`src/rtl/pipeline_ctrl.sv`:
```
`default_nettype none
// ============================================================================
// Module   : pipeline_ctrl
// Purpose  : Stall/flush sequencer for the five-stage RV32I pipeline.
//            Define PIPE_PERF_EN to add saturating performance counters.
// Revision : 1.0
// ============================================================================
module pipeline_ctrl #(
  parameter int FLUSH_CYCLES = 1,
  parameter int PERF_W       = 32
) (
  input  logic              clk,
  input  logic              rst,
  input  logic [4:0]        id_rs1,
  input  logic [4:0]        id_rs2,
  input  logic              id_use_rs1,
  input  logic              id_use_rs2,
  input  logic [4:0]        ex_rd,
  input  logic              ex_is_load,
  input  logic              ex_br_taken,
  input  logic              imem_req,
  input  logic              imem_resp,
  input  logic              dmem_req,
  input  logic              dmem_resp,
  output logic              load_pc,
  output logic              load_if_id,
  output logic              load_id_ex,
  output logic              load_ex_mem,
  output logic              load_mem_wb,
  output logic              hazard_stall,
  output logic              true_branch
`ifdef PIPE_PERF_EN
  ,
  output logic [PERF_W-1:0] perf_stall_cnt,
  output logic [PERF_W-1:0] perf_flush_cnt,
  output logic [PERF_W-1:0] perf_lu_cnt
`endif
);

  typedef enum logic [1:0] {
    RUN      = 2'd0,
    FLUSH    = 2'd1,
    MEM_WAIT = 2'd2
  } state_t;

  localparam logic [1:0] c_FLUSH_RELOAD = 2'(FLUSH_CYCLES - 1);

  state_t     r_state, w_eff_state, w_next_state;
  logic [1:0] r_flush_cnt, w_next_cnt;
  logic       r_ret_flush, w_next_ret;
  logic       w_mstall, w_lu, w_front_en, w_back_en;

  if (FLUSH_CYCLES < 1 || FLUSH_CYCLES > 3) begin : g_bad_flush_cycles
    $error("pipeline_ctrl: FLUSH_CYCLES must be 1..3");
  end

  assign w_mstall = (imem_req & ~imem_resp) | (dmem_req & ~dmem_resp);
  assign w_lu     = ex_is_load & (ex_rd != 5'd0) &
                    ((id_use_rs1 & (ex_rd == id_rs1)) | (id_use_rs2 & (ex_rd == id_rs2)));

  always_comb begin
    // Leaving MEM_WAIT resolves to the resumed state within the same cycle.
    w_eff_state = r_state;
    if (r_state == MEM_WAIT && !w_mstall)
      w_eff_state = r_ret_flush ? FLUSH : RUN;

    w_next_state = w_eff_state;
    w_next_cnt   = r_flush_cnt;
    w_next_ret   = r_ret_flush;
    w_front_en   = 1'b1;
    w_back_en    = 1'b1;
    hazard_stall = 1'b0;
    true_branch  = 1'b0;

    if (w_mstall) begin
      w_front_en   = 1'b0;
      w_back_en    = 1'b0;
      w_next_state = MEM_WAIT;
      if (r_state != MEM_WAIT)
        w_next_ret = (r_state == FLUSH);
    end else begin
      case (w_eff_state)
        FLUSH: begin
          true_branch = 1'b1;
          if (ex_br_taken) begin
            w_next_cnt = c_FLUSH_RELOAD;
          end else if (r_flush_cnt <= 2'd1) begin
            w_next_state = RUN;
            w_next_cnt   = 2'd0;
          end else begin
            w_next_cnt = r_flush_cnt - 2'd1;
          end
        end
        default: begin
          if (ex_br_taken) begin
            true_branch = 1'b1;
            if (FLUSH_CYCLES > 1) begin
              w_next_state = FLUSH;
              w_next_cnt   = c_FLUSH_RELOAD;
            end
          end else if (w_lu) begin
            w_front_en   = 1'b0;
            hazard_stall = 1'b1;
          end
        end
      endcase
    end
  end

  assign load_pc     = w_front_en;
  assign load_if_id  = w_front_en;
  assign load_id_ex  = w_back_en;
  assign load_ex_mem = w_back_en;
  assign load_mem_wb = w_back_en;

  always_ff @(posedge clk or negedge rst) begin
    if (!rst) begin
      r_state     <= RUN;
      r_flush_cnt <= 2'd0;
      r_ret_flush <= 1'b0;
    end else begin
      r_state     <= w_next_state;
      r_flush_cnt <= w_next_cnt;
      r_ret_flush <= w_next_ret;
    end
  end

`ifdef PIPE_PERF_EN
  localparam logic [PERF_W-1:0] c_PERF_MAX = '1;
  localparam logic [PERF_W-1:0] c_PERF_ONE = {{(PERF_W-1){1'b0}}, 1'b1};

  always_ff @(posedge clk or negedge rst) begin
    if (!rst) begin
      perf_stall_cnt <= '0;
      perf_flush_cnt <= '0;
      perf_lu_cnt    <= '0;
    end else begin
      if (w_mstall && perf_stall_cnt != c_PERF_MAX)
        perf_stall_cnt <= perf_stall_cnt + c_PERF_ONE;
      if (true_branch && perf_flush_cnt != c_PERF_MAX)
        perf_flush_cnt <= perf_flush_cnt + c_PERF_ONE;
      if (hazard_stall && perf_lu_cnt != c_PERF_MAX)
        perf_lu_cnt <= perf_lu_cnt + c_PERF_ONE;
    end
  end
`else
  if (PERF_W < 1) begin : g_bad_perf_w
    $error("pipeline_ctrl: PERF_W must be positive");
  end
`endif

endmodule
`default_nettype wire

```
`config.mk`:
```
export PLATFORM = sky130hd
export DESIGN_NAME = pipeline_ctrl
export DESIGN_NICKNAME = d
export VERILOG_FILES = /design/src/rtl/pipeline_ctrl.sv
export SDC_FILE = /design/constraint.sdc
export NUM_CORES = 1
export LEC_CHECK = 0
export CAP_MARGIN = 20
export CORE_MARGIN = 10
export CORE_UTILIZATION = 33
export DETAILED_ROUTE_END_ITERATION = 10
export PLACE_DENSITY = 0.8
export SETUP_SLACK_MARGIN = 0.4
export SLEW_MARGIN = 20
export SYNTH_ARGS = -nofsm -noshare
export SYNTH_HDL_FRONTEND = slang
export SYNTH_SLANG_ARGS = --single-unit
export TNS_END_PERCENT = 1
```
`constraint.sdc`:
```
create_clock -name clk -period 1.7 [get_ports clk]
set_input_delay 0.255 -clock clk [delete_from_list [all_inputs] [get_ports clk]]
set_output_delay 0.255 -clock clk [all_outputs]
set_load 0.02 [all_outputs]
```
* Word-level counts from Yosys, hierarchy flattened
Cells that the tools add are included.
** Storage, ports and cells
- Register bits after elaboration :: 5
- Output and inout bits :: 7
- Logic and storage cells :: 47
- Input port bits :: 25
** Cells by class
- $add $sub $neg :: 1
- $lt $le $gt $ge :: 1
- Equal/unequal tests :: 6
- Bitwise logic cells :: 11
- Reduce and logical (&&, ||, !) cells :: 5
- Muxes and demuxes :: 20
** Operators by type and width (count)
- $mux W2 :: 7
- $mux W1 :: 13
- $eq A5 B5 Y1 :: 2
- $and A1 B1 Y1 :: 6
- $reduce_bool A5 Y1 :: 1
- $eq A2 B1 Y1 const B :: 2
- $reduce_and A2 Y1 :: 2
- $not A1 Y1 :: 3
- $eq A2 B2 Y1 const B :: 1
- $le A2 B1 Y1 const B :: 1
- $ne A2 B2 Y1 const B :: 1
- $or A1 B1 Y1 :: 2
- $sub A2 B1 Y2 const B :: 1
- $logic_and A1 B1 Y1 :: 1
- $logic_not A1 Y1 :: 1

* Logic depth before layout (Yosys ltp)
- Word-level depth :: 10
- Mapped depth :: 5
- Mapped depth without buffers :: 4

* Least setup slack after synthesis
Ideal clock, no wire load.
- Kind :: register -> output
- From :: register r_state[0]
- To :: output load_pc
- Stages on the path, launching flop included :: 5
- Buffers on the path :: 1
- Data arrival time :: 1.356 ns
- Required time :: 1.445 ns
- Path slack :: 0.089 ns
- Path through :: dfrtp_1 -> nor2b_1 -> nor3b_2 -> a41oi_1 -> buf_4
** Between the ends
- Longest elaborated chain between the ends :: 6
** Ends and longest elaborated chain
- from (decl) :: line 48 : state_t r_state, w_eff_state, w_next_state;
- from (signal assigned) :: line 122 : r_state <= w_next_state;
- $eq A2 B2 Y1 :: line 64 : if (r_state == MEM_WAIT && !w_mstall)
- $logic_and A1 B1 Y1 :: line 64
- $mux W2 (*) :: line 64
- $eq A2 B1 Y1 (*) :: line 82 : case (w_eff_state)
- $mux W1 (*) :: line 82
- $mux W1 (*) :: line 75 : if (w_mstall) begin
- to (decl) :: line 25 : output logic load_pc,
Mark *: on every way between the ends. The rest lies on a longest branch, timed or not.

* Worst setup path in the final report
- From :: register r_state[0]
- To :: output hazard_stall
** Between the ends
- Longest elaborated chain between the ends :: 6
** Ends and longest elaborated chain
- $eq A2 B2 Y1 :: line 64
- $logic_and A1 B1 Y1 :: line 64
- $mux W2 (*) :: line 64
- $eq A2 B1 Y1 (*) :: line 82
- $mux W1 (*) :: line 82
- $mux W1 (*) :: line 75
- to (decl) :: line 30 : output logic hazard_stall,
Marks and branches as above.

==> results.txt <==
----------------------------------------------------
[Run status]
  Run status ... finished with violations
  Violations in the final reports ... negative setup slack

[Detailed routing]
  DRT Wirelength ... 1470 um
  Number of vias per cell ... 4.75
  DRC Markers ... 0
  Via count of the routed design ... 513
  Routed Antenna Nets ... 0
  Wire per inst ... 13.6 um
  Number of iterations in the first detailed-routing pass ... 4
  Iteration-0 DRC count of the detailed router ... 4

[Placed design]
  Post-placement cell count ... 104
  Routability-driven placement congestion ratio ... 0.716
  PortBufs ... 31
  Sum of net half-perimeters after detailed placement ... 1320 um

[Synth]
  Leading cell types by count after synthesis ... sky130_fd_sc_hd__xnor2_1, sky130_fd_sc_hd__nand2_1, sky130_fd_sc_hd__dfrtp_1
  Number of synthesized register bits ... 5
  Ys flop type ... sky130_fd_sc_hd__dfrtp_1
  Ys async rst share ... 1.00
  Synthesized cell area ... 445 um2
  Number of standard cells after synthesis ... 52
  Number of warnings reported in the yosys synthesis log ... 0
  Avg Synthesized Cell Area ... 8.57 um2
  Post-synth EDFFs ... 0
  Most area-consuming cells after synthesis ... sky130_fd_sc_hd__dfrtp_1, sky130_fd_sc_hd__xnor2_1, sky130_fd_sc_hd__buf_4, sky130_fd_sc_hd__nand2_1, sky130_fd_sc_hd__nor4bb_2
  Yosys top cell area share ... 0.281
  Distinct cells, synth ... 23
  Most frequent cell after synthesis ... sky130_fd_sc_hd__xnor2_1
  Total nets after synthesis ... 77
  Post-synthesis cell type with the largest combined area ... sky130_fd_sc_hd__dfrtp_1
  Fraction of the yosys area taken by sequential cells ... 0.281

[Clocking]
  CTS tree ... built
  Clock-pin slew on the worst setup and hold paths ... 40 ps
  Number of sinks driven by the clock tree ... 5
  Clock latency at the later pin of the worst-skew pair ... 240 ps
  Number of H-tree branching levels ... 1
  Clk Tree Root Cell ... sky130_fd_sc_hd__clkbuf_4
  CTS buffer count ... 3
  Maximum buffer depth of the clock tree ... 2
  Hold buffer count at cts ... 0

[STA]
  Final Hold Vio Count ... 0
  Worst Setup Slack, final ... -62.8 ps
  Worst slew slack as a fraction of its limit ... 0.861
  Setup violators final ... 3
  Unrepaired setup endpoints after global routing ... yes
  Achievable Freq ... 0.567 GHz
  Final clock period utilization by the worst path ... 1.04
  Worst Skew ... 3.07 ps
  Final-report max-slew violation count ... 0
  Slew at the pin with the worst max-slew slack ... 208 ps
  Fin crit period ... 1760 ps
  Hold_ws ... 228 ps

[Layout]
  Area added between synthesis and finish ... 91.6%
  Share of cells above drive strength 1 ... 0.280
  Final Util ... 0.664
  Inserted Diodes ... 0
  Layout Cells excl Fill ... 108
  Number of nets at the end of the flow ... 119

[Worst setup path]
  Crit Path Category ... reg -> out
  Type of element capturing the critical path ... primary output
  Required @ worst endpoint ... 1440 ps
  Setup slack, reg-to-reg ... 260 ps
  Arrival time of data at the critical path endpoint ... 1510 ps
  Worst-path maximum fanout ... 2
  Kind of start point of the critical path ... register

[Global routing]
  Global route total overflow ... 0
  Total routing resource utilization after global routing ... 0.0909
  Antenna violations before repair ... 0
  Maximum number of pins on one net before global-route repair ... 9
  Number of global-route vias before repair ... 554
  First-pass GRT wire length ... 2390 um

[Flow run]
  Maximum Capacitance Violations ... 0

[Floorplanning]
  Height of the die ... 56.7 um
  Row Count ... 13
  Horiz. Die Dim ... 56.7 um
  Core Region ... 1280 um2
  Starting utilization of the core area ... 0.347
  Count of pins on the block boundary ... 32
  Full die area ... 3220 um2

[Pwr]
  Leakage power summed over all cells ... 0.392 nW
  Worst IR drop on VDD ... 425 uV
  Power density over the cells ... 483 nW/um2
  Overall power of the completed layout ... 0.412 mW

[Hold path]
  Path category of the worst min-delay check ... in -> async

----------------------------------------------------
==> power breakdown <==
part | internal, mW | switching [mW]
Clock | 0.0885 | 0.0457
Combinational | 0.0883 | 0.0663
Sequential | 0.122 | 0.00175
==> cells in the final DEF, fill, tap and decap left out, drive strengths merged, types with 3 or more instances in the layout <==
master	count
buf	16
clkdlybuf4s50	11
clkbuf	4
inv	4
nand2	6
xnor2	10
a21oi	3
o22ai	3
dlygate4sd2	12
dfrtp	5
==> worst max-delay path, cell delays in order, from the launching register on <==
cell and delay [ps]:
sky130_fd_sc_hd__dfrtp_1 360, sky130_fd_sc_hd__nor2b_1 150, sky130_fd_sc_hd__nor3b_2 220, sky130_fd_sc_hd__o21ai_2 100, sky130_fd_sc_hd__nor4bb_4 260, sky130_fd_sc_hd__buf_4 180
==> logic make-up after synthesis <==
| logic type | Yosys count | synth area share |
|---|---|---|
| flip-flops | 5 | 0.281 |
| XOR/XNOR | 10 | 0.197 |
| multiplexers | 1 | 0.0253 |
| buffers and inverters | 7 | 0.0843 |
| AND/OR/NAND/NOR | 18 | 0.244 |
| AO/OA/AOI/OAI | 11 | 0.169 |
==> final timing paths <==
| check | cells after the start | start | to |
|---|---|---|---|
| worst min register to register | 1 | r_ret_flush$_DFFE_PN0P_ | r_ret_flush$_DFFE_PN0P_ |
| min in group clk | 1 | r_ret_flush$_DFFE_PN0P_ | r_ret_flush$_DFFE_PN0P_ |
| worst min-delay path | 1 | rst | r_state[1]$_DFF_PN0_ |
| worst max register to register | 5 | r_state[0]$_DFF_PN0_ | r_flush_cnt[0]$_DFFE_PN0P_ |
| max in group asynchronous | 1 | rst | r_state[0]$_DFF_PN0_ |
| worst max-delay path | 5 | r_state[0]$_DFF_PN0_ | hazard_stall |
==> area by class of cell <==
class                           count  area, um2
Inverter                            4       15.0
Sequential cell                     5        125
Fill cell                         128        432
Clock buffer                        4       26.3
Timing Repair Buffer               40        352
Multi-Input combinational cell     40        317
Tap cell                           15       18.8
==> per-layer routing <==
layer  global-route usage  vias to the layer above  routed length, um  part of all wire
met4               0.0503                        0                  0                 0
met5                    0                        -                  0                 0
met3               0.0225                        0                 69             0.047
li1                     -                      262                  -                 -
met2                0.172                       11                852              0.58
met1               0.0856                      240                547              0.37
==> state kept, by name, summed over array words and instances (netlist names) <==
register     count
r_flush_cnt      2
r_state          2
r_ret_flush      1
==> repair_timing <==
| action | 4_1_cts | 5_1_grt |
|---|---|---|
| buffers inserted | 0 | 0 |
| endpoints found under the setup margin | 8 | 10 |
| hold endpoints to repair | 0 | 0 |
| resized for setup | 49 | 3 |
| pin swaps | 12 | 4 |
==> stage by stage <==
stage	cell area [um2]	setup WS (ps)	TNS, ps
2_1_floorplan	462	168	0
3_3_place_gp	836	-741	-3150
3_5_place_dp	836	-849	-3440
4_1_cts	846	-97.0	-287
5_1_grt	853	-174	-496
6_report	853	-62.8	-181
No activity file was read; power rests on OpenSTA's default activity.
